--- config.mk ---
export PLATFORM = sky130hd
export DESIGN_NAME = maze_move_tracker
export DESIGN_NICKNAME = d
export VERILOG_FILES = /design/src/rtl/maze_move_tracker.sv
export SDC_FILE = /design/constraint.sdc
export NUM_CORES = 1
export LEC_CHECK = 0
export ABC_AREA = 1
export CORE_MARGIN = 3
export CORE_UTILIZATION = 45
export DETAILED_ROUTE_END_ITERATION = 10
export PLACE_DENSITY = 0.62
export SETUP_SLACK_MARGIN = 0.4
export SYNTH_ARGS = -nofsm -noshare
export SYNTH_HDL_FRONTEND = slang
export SYNTH_SLANG_ARGS = --single-unit
export TNS_END_PERCENT = 1
--- constraint.sdc ---
create_clock -name clk -period 9.7 [get_ports clk]
set_input_delay 0.97 -clock clk [delete_from_list [all_inputs] [get_ports clk]]
set_output_delay 0.97 -clock clk [all_outputs]
set_load 0.01 [all_outputs]
--- src/rtl/maze_move_tracker.sv ---
// Tracks the bot's absolute pose (row, column, heading) from explorer move commands, and keeps step/U-turn/dead-end odometry.
// Accepted moves show on the outputs one clk later; one move per cycle, no backpressure. EXITED/FAULT ignore moves until rst/clear.
module maze_move_tracker #(
  parameter int ROWS      = 9,
  parameter int COLS      = 9,
  parameter int START_ROW = 8,
  parameter int START_COL = 4,
  parameter int START_DIR = 0,
  parameter int EXIT_ROW  = 0,
  parameter int EXIT_COL  = 4,
  parameter int EXIT_DIR  = 0,
  parameter int STEP_W    = 10
) (
  input  logic              clk,
  input  logic              rst,
  input  logic              clear,
  input  logic              move_valid,
  input  logic [2:0]        move,
  output logic [3:0]        row,
  output logic [3:0]        col,
  output logic [1:0]        heading,
  output logic [STEP_W-1:0] step_cnt,
  output logic [6:0]        uturn_cnt,
  output logic [6:0]        dead_cnt,
  output logic              exited,
  output logic              fault,
  output logic              busy
);

  localparam int CELLS = ROWS * COLS;
  localparam int IDX_W = (CELLS > 1) ? $clog2(CELLS) : 1;

  localparam logic [3:0] START_ROW_V = 4'(START_ROW);
  localparam logic [3:0] START_COL_V = 4'(START_COL);
  localparam logic [1:0] START_DIR_V = 2'(START_DIR);

  localparam logic [1:0] DIR_N = 2'd0;
  localparam logic [1:0] DIR_E = 2'd1;
  localparam logic [1:0] DIR_S = 2'd2;
  localparam logic [1:0] DIR_W = 2'd3;

  localparam logic [STEP_W-1:0] STEP_MAX = {STEP_W{1'b1}};
  localparam logic [6:0]        CNT7_MAX = 7'h7f;

  typedef enum logic [1:0] {
    ST_RUN    = 2'd0,
    ST_EXITED = 2'd1,
    ST_FAULT  = 2'd2
  } state_t;

  state_t             state;
  logic [CELLS-1:0]   visited;

  logic               code_trans;
  logic               code_uturn;
  logic               code_illegal;
  logic [1:0]         turn;
  logic [1:0]         nh;
  logic [3:0]         tgt_row;
  logic [3:0]         tgt_col;
  logic               oob;
  logic               at_exit;
  logic               record_uturn;
  logic [IDX_W-1:0]   cell_idx;

  // Move decode: heading offset per code, 000 is a pure no-op.
  always_comb begin
    code_trans   = 1'b0;
    code_uturn   = 1'b0;
    code_illegal = 1'b0;
    turn         = 2'd0;
    case (move)
      3'b000: ;
      3'b001: begin code_trans = 1'b1; turn = 2'd0; end
      3'b010: begin code_trans = 1'b1; turn = 2'd3; end
      3'b011: begin code_trans = 1'b1; turn = 2'd1; end
      3'b100: begin code_trans = 1'b1; turn = 2'd2; code_uturn = 1'b1; end
      default: code_illegal = 1'b1;
    endcase
  end

  assign nh = heading + turn;

  // Target cell and grid-bound check; a wrap below 0 counts as out of bounds.
  always_comb begin
    tgt_row = row;
    tgt_col = col;
    oob     = 1'b0;
    case (nh)
      DIR_N: begin
        if (row == 4'd0) oob = 1'b1;
        else             tgt_row = row - 4'd1;
      end
      DIR_E: begin
        if (int'(col) + 1 >= COLS) oob = 1'b1;
        else                       tgt_col = col + 4'd1;
      end
      DIR_S: begin
        if (int'(row) + 1 >= ROWS) oob = 1'b1;
        else                       tgt_row = row + 4'd1;
      end
      DIR_W: begin
        if (col == 4'd0) oob = 1'b1;
        else             tgt_col = col - 4'd1;
      end
      default: oob = 1'b1;
    endcase
  end

  assign at_exit = (int'(row) == EXIT_ROW) && (int'(col) == EXIT_COL) && (int'(nh) == EXIT_DIR);

  // The U-turn belongs to the pre-move cell; an exit move still records it, a faulting one does not.
  assign record_uturn = code_uturn && (at_exit || !oob);
  assign cell_idx     = IDX_W'(int'(row) * COLS + int'(col));

  always_ff @(posedge clk or posedge rst) begin
    if (rst) begin
      state     <= ST_RUN;
      row       <= START_ROW_V;
      col       <= START_COL_V;
      heading   <= START_DIR_V;
      step_cnt  <= '0;
      uturn_cnt <= '0;
      dead_cnt  <= '0;
      visited   <= '0;
      exited    <= 1'b0;
      fault     <= 1'b0;
      busy      <= 1'b1;
    end else if (clear) begin
      state     <= ST_RUN;
      row       <= START_ROW_V;
      col       <= START_COL_V;
      heading   <= START_DIR_V;
      step_cnt  <= '0;
      uturn_cnt <= '0;
      dead_cnt  <= '0;
      visited   <= '0;
      exited    <= 1'b0;
      fault     <= 1'b0;
      busy      <= 1'b1;
    end else if (state == ST_RUN && move_valid) begin
      if (code_illegal) begin
        state <= ST_FAULT;
        fault <= 1'b1;
        busy  <= 1'b0;
      end else if (code_trans) begin
        if (at_exit) begin
          // Leaving through the exit: heading turns, the pose cell stays put.
          state   <= ST_EXITED;
          exited  <= 1'b1;
          busy    <= 1'b0;
          heading <= nh;
          if (step_cnt != STEP_MAX) step_cnt <= step_cnt + STEP_W'(1);
        end else if (oob) begin
          state <= ST_FAULT;
          fault <= 1'b1;
          busy  <= 1'b0;
        end else begin
          row     <= tgt_row;
          col     <= tgt_col;
          heading <= nh;
          if (step_cnt != STEP_MAX) step_cnt <= step_cnt + STEP_W'(1);
        end

        if (record_uturn) begin
          if (uturn_cnt != CNT7_MAX) uturn_cnt <= uturn_cnt + 7'd1;
          if (!visited[cell_idx]) begin
            visited[cell_idx] <= 1'b1;
            if (dead_cnt != CNT7_MAX) dead_cnt <= dead_cnt + 7'd1;
          end
        end
      end
    end
  end

endmodule

==> results of run 1 <==
-- stage by stage --
| step | std cells | hold WS (ns) | power [uW] | utilization, % |
|---|---|---|---|---|
| global route | 1491 | 0.4871 | 3502 | 53.06 |
| global placement | 1459 | 0.4543 | 2532 | 49.62 |
| finish | 1491 | 0.4685 | 3208 | 53.06 |
| floorplan | 1247 | 0.4419 | 2055 | - |
| CTS | 1491 | 0.4719 | 3209 | 53.06 |
| detailed placement | 1459 | 0.4582 | 2533 | 49.62 |
-- cells in the mapped netlist --
master	n
nand2_1	488
or2_2	1
o31ai_1	4
nand3_2	3
nand4_1	95
nor3b_1	1
nand3b_1	1
nand3_1	53
buf_2	22
ha_1	23
inv_2	3
xnor2_1	4
buf_6	1
nor3_2	3
nor2_1	66
a21oi_2	1
o21ai_1	1
nor3_1	13
nor4_1	2
clkbuf_1	27
o21ai_0	45
nor2_2	1
fa_1	3
a31oi_1	1
and3_1	1
o211ai_1	1
buf_1	11
inv_1	126
clkinv_1	8
xor2_1	12
dfrtp_1	117
o21a_1	2
a21oi_1	95
buf_4	6
dfstp_2	3
a31o_2	1
o22ai_1	2
-- worst min path at each step --
stage,startpoint,end,slack [ns],cells past startpoint
floorplan,visited[10],visited[10],0.44,2
global placement,visited[47],visited[47],0.45,2
detailed placement,visited[49],visited[49],0.46,2
CTS,visited[29],visited[29],0.47,2
global route,visited[11],visited[11],0.49,2
finish,visited[14],visited[14],0.47,2
-- cell usage in the layout, fill, tap and decap left out, types with 4 or more instances in the layout --
| cell | count |
|---|---|
| a21oi_1 | 95 |
| buf_4 | 12 |
| clkbuf_16 | 17 |
| clkdlybuf4s50_1 | 42 |
| clkinv_1 | 8 |
| dfrtp_1 | 117 |
| ha_1 | 22 |
| inv_1 | 125 |
| nand2_1 | 488 |
| nand3_1 | 53 |
| nand4_1 | 95 |
| nor2_1 | 65 |
| nor3_1 | 12 |
| nor3_2 | 4 |
| o21ai_0 | 45 |
| o31ai_1 | 4 |
| xnor2_1 | 4 |
| xor2_1 | 12 |
-- cell type report --
cell class / count / area share [%]
flip-flops and latches: 120 / 32.20
repair buffers: 54 / 5.467
clock buffers: 22 / 4.971
inverters: 137 / 5.534
multi-input cells: 923 / 47.29
well taps: 225 / 3.015
clock inverters: 10 / 1.528
-- registers in the layout, indices dropped and copies added, names as in the netlist --
register   cells
busy           1
col            4
dead_cnt       7
exited         1
fault          1
heading        2
row            4
state          2
step_cnt      10
uturn_cnt      7
visited       81
-- cells by family (layout without fill, tap and decap cells) --
kind of cell / count (synthesis) / after routing / synth area share [%]
AND/OR/NAND/NOR: 728 / 728 / 37.83
buffers and inverters: 204 / 223 / 10.01
AO/OA/AOI/OAI: 153 / 153 / 9.662
flip-flops: 120 / 120 / 36.56
adder cells (fa/ha/maj): 26 / 26 / 4.230
XOR/XNOR: 16 / 16 / 1.704
-- metal layers --
layer | vias to the layer above | routed length, um | GRT usage [%]
met1 | 3785 | 10790 | 34.28
li1 | 4047 | - | -
met5 | - | 0 | 0
met3 | 19 | 1574 | 4.986
met4 | 0 | 215 | 5.252
met2 | 277 | 10250 | 37.00
-- critical path, stage by stage, from the launching register on --
cell and delay (ns):
dfrtp_1 0.48, ha_1 0.33, ha_1 0.18, inv_1 0.06, fa_1 0.77, clkinv_1 0.53
nor3_2 0.85, nand3_1 0.14, nand3_1 0.11, nand2_1 0.06, clkinv_1 0.04, nand3_1 0.05
nand2_1 0.06, inv_1 0.04, nor2_1 0.17, nand3_4 0.11, nand3_2 0.45, buf_4 0.61
nand2_1 0.13, nand2_1 0.09
-- power groups by stage --
| stage | clock network, uW | logic [uW] | registers [uW] |
|---|---|---|---|
| finish | 661 | 1780 | 766 |
| global route | 696 | 2020 | 788 |
| CTS | 670 | 1770 | 765 |
| detailed placement | 0 | 1760 | 770 |
| global placement | 0 | 1760 | 774 |
| floorplan | 0 | 1290 | 761 |
==> results.tsv, run 1 <==
metric	value	unit
Post-CTS Setup Bufs	0	
sequential fraction of the synthesis area	36.56	%
crit end category	register	
skew final	0.01225	ns
Avg WL per Cell	15.31	um
max-cap violations	0	
NetSw	1629	uW
Comb pwr share	55.5	%
Critical R2R Capture	visited[43]	
critical path endpoint	visited[43]	
synth warn	0	
fin nets	1286	
Hold Path Class	reg -> reg	
RSZ-0062 raised after global routing	no	
clock power share	20.6	%
setup tns final	0	ns
sequential power share	23.9	%
core region area	0.01760	sq mm
Synth cell types	37	
Diodes inserted	0	
starting density of the core	46.73	%
RD Place Congestion	0.8528	
initial antenna violation count	0	
largest net degree at the start of global routing	89	
crit path DAT	5.72	ns
cell area after layout	0.009338	sq mm
final worst path period need	5.370	ns
num rows	48	
area share of the largest cell type after synthesis	35.61	%
Ports	44	
CP startpoint	row[1]	
hpwl dp	13520	um
crit start category	register	
die area	0.01993	sq mm
Post-Syn Area	0.008223	sq mm
FF-to-FF Start	row[1]	
Vias per Instance	5.451	
Yosys top cell by area	dfrtp_1	
# hold bufs at CTS	0	
Tcrit/Tclk final	55.36	%
port bufs	43	
Syn Nets	1280	
Req. time, crit path	10.05	ns
TritonCTS clock tree	yes	
multi-input gate area in the final layout	0.004415	sq mm
Slew Limit Fails	0	
global-route wire length before repair	38850	um
R2R depth	19	
Synth Instances	1247	
post-place setup slack	4.318	ns
synth top area cells	dfrtp_1 36%, nand2_1 22%, nand4_1 7.2%, a21oi_1 5.8%, inv_1 5.8%	
number of global-route vias before repair	7706	
IR drop worst, VDD	249.4	uV
R2R Setup Slk	4.33	ns
# DRC	0	
final wirelength	22830	um
Slew Limit Headroom	25.06	%
Initial DRC Count	697	
cts repair resizes	0	
fillers	1768	
switch share	50.78	%
Final Hold Fails	0	
total leakage power	0.004589	uW
Die H	141.2	um
PD cells	343.6	mW/mm^2
gr usage total	23.80	%
Post-Syn Area per Cell	6.594	sq um
clk root buf	clkbuf_16	
critical path class	reg -> reg	
gr ovfl total	0	
internal power	1579	uW
Longest Clk Path Bufs	2	
Worst Path Max Fanout	53	
via count	8128	
TritonCTS Sinks	120	
Num CTS Buffers	17	
FF/Latch Area	0.003007	sq mm
post-route ant nets	0	
endpoints failing setup	0	
worst-margin pin slew	1.120	ns
status	complete, no violations	
Clk Latency, worst-skew pair	0.42	ns
H-tree depth	4	
die width	141.2	um
Placed Area	0.008731	sq mm
detailed-router iteration count before antenna repair	6	
Max Freq	186.2	MHz
post-route setup slack	4.330	ns
CTS clk-pin slew, worst paths	0.06	ns
area delta synth->final	13.56	%
share of post-route cells with drive strength above 1	4.818	%
Yosys reg bits	120	
Note: power is estimated with default switching activity, not from simulation.
==> run 2: changes to the inputs <==
PLACE_DENSITY = 0.64   (was 0.62)
clock period = 4.3 ns   (was 9.7 ns; I/O delays follow)
==> results.tsv, run 2 (synthesis gave the netlist of run 1 again) <==
metric	value	unit
H-tree depth	4	
Diodes inserted	0	
post-route ant nets	0	
Ports	44	
port bufs	43	
core region area	0.01760	sq mm
total leakage power	0.004627	uW
Tcrit/Tclk final	85.01	%
Initial DRC Count	801	
# DRC	0	
Worst Path Max Fanout	89	
RSZ-0062 raised after global routing	yes	
final wirelength	22830	um
Req. time, crit path	4.60	ns
TritonCTS clock tree	yes	
endpoints failing setup	0	
status	complete, no violations	
Hold Path Class	reg -> reg	
die width	141.2	um
detailed-router iteration count before antenna repair	7	
IR drop worst, VDD	685.4	uV
global-route wire length before repair	39160	um
cell area after layout	0.009397	sq mm
Vias per Instance	5.496	
Critical-path top delay cell	dfrtp_1	
Die H	141.2	um
CTS clk-pin slew, worst paths	0.06	ns
initial antenna violation count	0	
Slew Limit Fails	0	
area delta synth->final	14.27	%
number of global-route vias before repair	7728	
Reg with most FFs	visited	
Post-CTS Setup Bufs	0	
most frequent cells in the layout	488 x nand2_1, 125 x inv_1, 117 x dfrtp_1	
Avg WL per Cell	15.21	um
worst-margin pin slew	0.9371	ns
fin nets	1297	
share of post-route cells with drive strength above 1	5.408	%
crit end category	register	
Max Freq	273.6	MHz
TritonCTS Sinks	120	
gr usage total	23.82	%
setup tns final	0	ns
largest net degree at the start of global routing	90	
critical-path cell list	ha_1 > ha_1 > ha_1 > a21oi_1 > nand3_1 > a21oi_4 > nand3_1 > nor2_1 > a21oi_1 > nand3_4 > buf_16 > nand3_2 > nand2_1 > nand2_1	
final worst path period need	3.655	ns
CP max stage delay	0.49	ns
PD cells	773.8	mW/mm^2
R2R Setup Slk	0.64	ns
most frequent CP cell	ha_1	
Num CTS Buffers	17	
FF/Latch Area	0.003007	sq mm
starting density of the core	46.73	%
via count	8250	
fillers	1735	
RD Place Congestion	0.8785	
die area	0.01993	sq mm
Longest Clk Path Bufs	2	
critical path class	reg -> reg	
skew final	0.01272	ns
clk root buf	clkbuf_16	
max reg flops	81	
Placed Cells	1470	
gr ovfl total	0	
Slew Limit Headroom	37.52	%
final core utilization	53.40	%
Placed Area	0.008846	sq mm
max-cap violations	0	
crit start category	register	
crit path DAT	3.96	ns
num rows	48	
# hold bufs at CTS	0	
Largest regs	visited: 81 flops, step_cnt: 10 flops	
Clk Latency, worst-skew pair	0.42	ns
commonest non-fill, non-tap cell in the layout	nand2_1	
hpwl dp	13590	um
Final Hold Fails	0	
multi-input gate area in the final layout	0.004429	sq mm
Layout Cells excl Fill	1501	
## run 2: layer usage
layer / track usage, % / up-vias / part of all wire [%]
met2: 36.82 / 263 / 45
met4: 5.813 / 0 / 1.5
met5: 0 / - / 0
met3: 5.190 / 31 / 6.1
met1: 34.11 / 3893 / 47
li1: - / 4063 / -
## run 2: path summary, 6_finish.rpt
path                       startpoint           to  cells after the start
max in group asynchronous         rst         busy                      3
min in group asynchronous         rst  visited[61]                      2
min reg2reg                visited[7]   visited[7]                      2
max reg2reg                    row[0]  dead_cnt[0]                     14
min                        visited[7]   visited[7]                      2
max                            row[0]  dead_cnt[0]                     14
## run 2: power breakdown
part           switching (uW)  internal (uW)
Sequential                257           1460
Combinational            2940           1310
Clock                     516            786
Total                    3710           3560
## run 2: worst max-delay path: cells and delay by family, from the launching register on
family	cells	cell delay [ns]
DFF	1	0.49
AOI/OAI and AO/OA	3	0.63
buffers and inverters	1	0.33
adders and majority gates	3	0.99
and+or+nand+nor	7	1.06
## run 2: stage by stage
stage               hold slack, ns  total power, uW  worst slack [ns]
finish                      0.4674             7271            0.6448
global route                0.4835             7923            0.3445
CTS                         0.4705             7219            0.4691
detailed placement          0.4580             5864            0.3684
global placement            0.4536             5851            0.3968
floorplan                   0.4419             4636            0.6891
## run 2: repair_timing
item	CTS	global route
gates resized for setup	1	3
pin swaps	0	1
setup endpoints to repair	62	81
cloned	0	0
## run 2: final cells by class
type,count,share of cell area [%]
timing repair buffer,65,6.791
inverter,137,5.499
clock inverter,9,0.8522
multi-input combinational,923,47.14
clock buffer,22,4.727
sequential,120,32.00
tap,225,2.996
